File: src/rtl/muldiv_unit.sv
// Multi-cycle radix-2 multiply/divide unit with HI/LO registers.
// Define MULDIV_DIV_EN to build the divide datapath; otherwise multiply-only.
module muldiv_unit #(
  parameter int WIDTH = 32
) (
  input  logic             i_clk,
  input  logic             i_reset,
  input  logic             i_start,
  input  logic [1:0]       i_op,
  input  logic [WIDTH-1:0] i_src_a,
  input  logic [WIDTH-1:0] i_src_b,
  input  logic             i_hi_we,
  input  logic             i_lo_we,
  input  logic [WIDTH-1:0] i_wdata,
  output logic             o_busy,
  output logic             o_done,
  output logic             o_err,
  output logic [WIDTH-1:0] o_hi,
  output logic [WIDTH-1:0] o_lo
);

  localparam int CW = $clog2(WIDTH);

  typedef enum logic [1:0] {
    S_IDLE,
    S_RUN,
    S_FIX
  } state_t;

  state_t           r_state;
  logic [CW-1:0]    r_cnt;
  logic             r_busy;
  logic             r_done;
  logic             r_err;
  logic [WIDTH-1:0] r_hi;
  logic [WIDTH-1:0] r_lo;
  logic [WIDTH-1:0] r_b;
  logic [WIDTH-1:0] r_hw;
  logic [WIDTH-1:0] r_lw;
  logic             r_neg;

  logic [WIDTH-1:0]   w_mag_a;
  logic [WIDTH-1:0]   w_mag_b;
  logic [WIDTH-1:0]   w_addend;
  logic [WIDTH:0]     w_sum;
  logic [2*WIDTH-1:0] w_prod;
  logic [2*WIDTH-1:0] w_prod_fix;
  logic [WIDTH-1:0]   w_fix_hi;
  logic [WIDTH-1:0]   w_fix_lo;
  logic               w_unsup;

  assign w_mag_a = (i_op[0] && i_src_a[WIDTH-1]) ? -i_src_a : i_src_a;
  assign w_mag_b = (i_op[0] && i_src_b[WIDTH-1]) ? -i_src_b : i_src_b;

  // Shift-add: {r_hw, r_lw} is the 2*WIDTH accumulator, r_lw holds multiplier bits.
  assign w_addend = r_lw[0] ? r_b : '0;
  assign w_sum    = {1'b0, r_hw} + {1'b0, w_addend};

  assign w_prod     = {r_hw, r_lw};
  assign w_prod_fix = r_neg ? -w_prod : w_prod;

`ifdef MULDIV_DIV_EN
  logic             r_div;
  logic             r_rneg;
  logic             r_dz;
  logic [WIDTH:0]   w_shift;
  logic             w_ge;
  logic [WIDTH-1:0] w_diff;
  logic [WIDTH-1:0] w_quo;
  logic [WIDTH-1:0] w_rem;

  // Restoring step: r_hw is the remainder, r_lw shifts dividend out and quotient in.
  assign w_shift = {r_hw, r_lw[WIDTH-1]};
  assign w_ge    = w_shift >= {1'b0, r_b};
  assign w_diff  = w_shift[WIDTH-1:0] - r_b;
  assign w_quo   = r_neg  ? -r_lw : r_lw;
  assign w_rem   = r_rneg ? -r_hw : r_hw;
  assign w_unsup = 1'b0;
`else
  assign w_unsup = i_op[1];
`endif

  always_comb begin
    w_fix_hi = w_prod_fix[2*WIDTH-1:WIDTH];
    w_fix_lo = w_prod_fix[WIDTH-1:0];
`ifdef MULDIV_DIV_EN
    if (r_div) begin
      w_fix_hi = w_rem;
      w_fix_lo = r_dz ? '1 : w_quo;
    end
`endif
  end

  always_ff @(posedge i_clk) begin
    if (i_reset) begin
      r_state <= S_IDLE;
      r_cnt   <= '0;
      r_busy  <= 1'b0;
      r_done  <= 1'b0;
      r_err   <= 1'b0;
      r_hi    <= '0;
      r_lo    <= '0;
      r_b     <= '0;
      r_hw    <= '0;
      r_lw    <= '0;
      r_neg   <= 1'b0;
`ifdef MULDIV_DIV_EN
      r_div   <= 1'b0;
      r_rneg  <= 1'b0;
      r_dz    <= 1'b0;
`endif
    end else begin
      r_done <= 1'b0;
      r_err  <= 1'b0;
      unique case (r_state)
        S_IDLE: begin
          if (i_hi_we) r_hi <= i_wdata;
          if (i_lo_we) r_lo <= i_wdata;
          if (i_start && w_unsup) begin
            r_done <= 1'b1;
            r_err  <= 1'b1;
          end else if (i_start) begin
            r_state <= S_RUN;
            r_busy  <= 1'b1;
            r_cnt   <= CW'(WIDTH - 1);
            r_hw    <= '0;
            r_neg   <= i_op[0] & (i_src_a[WIDTH-1] ^ i_src_b[WIDTH-1]);
`ifdef MULDIV_DIV_EN
            r_div   <= i_op[1];
            r_rneg  <= i_op[0] & i_src_a[WIDTH-1];
            r_dz    <= i_op[1] & (i_src_b == '0);
            r_b     <= i_op[1] ? w_mag_b : w_mag_a;
            r_lw    <= i_op[1] ? w_mag_a : w_mag_b;
`else
            r_b     <= w_mag_a;
            r_lw    <= w_mag_b;
`endif
          end
        end
        S_RUN: begin
`ifdef MULDIV_DIV_EN
          if (r_div) begin
            r_hw <= w_ge ? w_diff : w_shift[WIDTH-1:0];
            r_lw <= {r_lw[WIDTH-2:0], w_ge};
          end else
`endif
          begin
            r_hw <= w_sum[WIDTH:1];
            r_lw <= {w_sum[0], r_lw[WIDTH-1:1]};
          end
          if (r_cnt == '0) r_state <= S_FIX;
          else r_cnt <= r_cnt - 1'b1;
        end
        S_FIX: begin
          r_hi    <= w_fix_hi;
          r_lo    <= w_fix_lo;
          r_done  <= 1'b1;
`ifdef MULDIV_DIV_EN
          r_err   <= r_dz;
`endif
          r_busy  <= 1'b0;
          r_state <= S_IDLE;
        end
        default: r_state <= S_IDLE;
      endcase
    end
  end

  assign o_busy = r_busy;
  assign o_done = r_done;
  assign o_err  = r_err;
  assign o_hi   = r_hi;
  assign o_lo   = r_lo;

endmodule
File: config.mk
export PLATFORM = sky130hd
export DESIGN_NAME = muldiv_unit
export DESIGN_NICKNAME = d
export VERILOG_FILES = /design/src/rtl/muldiv_unit.sv
export SDC_FILE = /design/constraint.sdc
export NUM_CORES = 1
export LEC_CHECK = 0
export CELL_PAD_IN_SITES_DETAIL_PLACEMENT = 1
export CELL_PAD_IN_SITES_GLOBAL_PLACEMENT = 1
export CORE_ASPECT_RATIO = 0.9
export CORE_MARGIN = 1.5
export CORE_UTILIZATION = 48
export CTS_CLUSTER_SIZE = 28
export DETAILED_ROUTE_END_ITERATION = 10
export DONT_BUFFER_PORTS = 1
export HOLD_SLACK_MARGIN = 0.06
export PLACE_DENSITY_LB_ADDON = 0.1
export SLEW_MARGIN = 20
export SYNTH_ARGS = -nofsm -noshare
export SYNTH_HDL_FRONTEND = slang
export SYNTH_SLANG_ARGS = --single-unit
File: constraint.sdc
create_clock -name i_clk -period 3.55 [get_ports i_clk]
set_clock_uncertainty 0.15 [all_clocks]
set_input_delay 0.5325 -clock i_clk [delete_from_list [all_inputs] [get_ports i_clk]]
set_output_delay 0.5325 -clock i_clk [all_outputs]
set_load 0.02 [all_outputs]
==> results.json <==
{
  "timing.fmax_mhz": 299,
  "antenna_found_initial": 0,
  "track_usage": 0.338,
  "outcome": "complete, no violations",
  "cts.sink_count": 171,
  "vias": 11300,
  "power.density_nw_per_um2": 562,
  "ys_seq_area_frac": 0.306,
  "dp.cells": 1695,
  "yosys_warnings": 0,
  "final_common_cell": "dfxtp_1",
  "synth.top_cell.area_share": 0.306,
  "numCtsBuffers": 17,
  "reg2reg_from": "r_lw[0]",
  "cp_data_required_time_ps": 3750,
  "path_class": "flop to flop",
  "drtPass1Iterations": 5,
  "die_w_um": 164,
  "grt_max_degree": 117,
  "hp-class": "input port to flop",
  "relSlewSlack": 0.348,
  "setup_tns_ps": 0,
  "overflow": 0,
  "syn_inst": 1456,
  "clkPwrFrac": 0.314,
  "worst_pin_slew_ps": 975,
  "diodes": 0,
  "rsz0062_at_grt": "false",
  "post_drt_wl_per_cell_um": 23.8,
  "combPwrFrac": 0.300,
  "critPathLaunchType": "flop",
  "irDropWorstVdd_mv": 0.296,
  "area_growth_pct": 10.1,
  "power_switching_mw": 2.67,
  "p_sw_frac": 0.385,
  "ios": 170,
  "setup_slack_ps": 203,
  "maxCapViolations": 0,
  "dp.final_hpwl_um": 30700,
  "setup_viol": 0,
  "die_area_um2": 24200,
  "io_buffers": 0,
  "finalNetCount": 1564,
  "cp-end-kind": "flop",
  "cts-htree-levels": 4,
  "layout-drive-gt1-share": 0.0703,
  "ys_ff_latch": 171,
  "syn_nets": 1597,
  "layout_min_cycle_time_ps": 3350,
  "netlist_area_um2": 11200,
  "viasPerCell": 6.50,
  "critPathMaxFanout": 36,
  "cp.arrival_ps": 3540,
  "dpl_worst_slack_ps": 233,
  "gp_congestion": 0.909,
  "synthFlopType": "dfxtp_1",
  "slew_violations": 0,
  "cts.clk_slew.worst_paths_ps": 80,
  "cts_root_buf": "clkbuf_16",
  "crit_start": "r_lw[0]",
  "cpPeakStageDelay_ps": 450,
  "initial_core_util": 0.494,
  "grt_pass1_vias": 11000,
  "yosysUniqueCellTypes": 73,
  "cp_cell_sequence": "buf_12, and2_1, ha_1, o211ai_1, o21a_1, o31ai_1, a211oi_1, buf_4, nor4_1, o21ai_0, a32o_1",
  "totalPowerFinal_mw": 6.92,
  "hold_viol_final": 0,
  "grt_pass1_wl_um": 63200,
  "num_rows": 52,
  "avgSynthCellArea_um2": 7.68,
  "cp_slowest_cell": "nor4_1",
  "r2r_slack_ps": 200,
  "layoutNonFillerInstCount": 1733,
  "seqPwrFrac": 0.386,
  "ys_top_cells_by_area": "dfxtp_1 (31%), a21oi_1 (5.8%), nor2_1 (5.7%), xnor2_1 (5.2%), xor2_1 (5.1%)",
  "clockBufferDepth": 2,
  "clk-insertion-delay-late_ps": 450,
  "async_flop_share": 0,
  "drt.antenna.violating_nets": 0,
  "synth_edf_count": 0,
  "drc": 0,
  "mostFrequentLayoutCells": "dfxtp_1 (170), nor2_1 (167), nand2_1 (136), a21oi_1 (130), o21ai_0 (78)",
  "synth_area_leader_cell": "dfxtp_1",
  "fp.dieH_um": 148,
  "cts_tree": "built",
  "dr.first_iter.drc_count": 929,
  "internal_power_mw": 4.25,
  "totalWireLength_um": 41200,
  "post-route-period-util": 0.943,
  "core_area_um2": 22600,
  "leakage_nw": 4.60,
  "hp-start": "i_reset"
}
## layer usage
metal / up-vias / GRT usage / part of all wire / wire [um]
met5: - / 0 / 0 / 0
met4: 0 / 0.0932 / 0.020 / 838
met3: 56 / 0.0791 / 0.095 / 3900
met2: 469 / 0.500 / 0.43 / 17700
met1: 5476 / 0.489 / 0.46 / 18800
li1: 5264 / - / - / -
## what timing repair did
item,4_1_cts,5_1_grt
hold buffers,3,0
setup endpoints to repair,0,3
resized for setup,0,1
endpoints found under the hold margin,116,0
setup buffers,0,2
## cell type report
cell class	instances	area (um2)
fill	2785	10300
sequential	171	3420
clock buffer	18	439
timing repair buffer	45	408
inverter	33	124
tap	297	372
clock inverter	14	230
multi-input combinational	1155	7310
## cell usage after synthesis, types with 21 or more instances
| cell | count |
|---|---|
| xor2_1 | 65 |
| o21ai_0 | 79 |
| inv_1 | 33 |
| nor3_1 | 33 |
| or3_1 | 23 |
| o221ai_1 | 27 |
| dfxtp_1 | 171 |
| a21oi_1 | 130 |
| clkbuf_1 | 78 |
| a211oi_1 | 56 |
| o31ai_1 | 21 |
| nand2_1 | 136 |
| nor2_1 | 170 |
| xnor2_1 | 66 |
| and2_1 | 39 |
| ha_1 | 37 |
## critical path: cells and delay by family (launching register included)
family | cells | cell delay (ps)
AO/OA/AOI/OAI | 6 | 1460
AND/OR/NAND/NOR | 2 | 590
adder cells (fa/ha/maj) | 1 | 370
flip-flops | 1 | 330
buffers and inverters | 2 | 330
## cells by family after synthesis
kind of cell	synth area share
simple gates	0.218
mux	0.00627
xor+xnor	0.103
compound gates	0.280
fa+ha+maj	0.0432
flops	0.306
buf+inv	0.0439
## worst paths after layout
| kind | to | cells past startpoint |
|---|---|---|
| worst max-delay path | r_hw[28] | 11 |
| worst min-delay path | o_hi[13] | 1 |
| worst min register to register | r_b[0] | 2 |
| worst max register to register | r_hw[28] | 11 |
## state kept, by name (all words and copies together), names as in the netlist
register,cells
o_done,1
r_lw,32
o_lo,32
o_err,1
r_hw,32
o_hi,32
r_state,2
r_cnt,5
r_b,32
o_busy,1
r_neg,1
## power by group through the flow
stage	Clock, mW	Combinational (mW)	Sequential [mW]
floorplan	0	1.48	2.54
global placement	0	1.91	2.68
detailed placement	0	1.97	2.70
CTS	2.19	2.02	2.66
global route	2.25	2.27	2.70
finish	2.17	2.07	2.67
## metrics by stage
step                 util  instance area, um2  hold slack, ps
finish              0.544               12300            76.7
global route        0.544               12300            73.1
CTS                 0.541               12300            60.8
detailed placement  0.510               11500             296
global placement    0.510               11500             294
floorplan               -               11200             282
(Power assumes the default switching activity.)
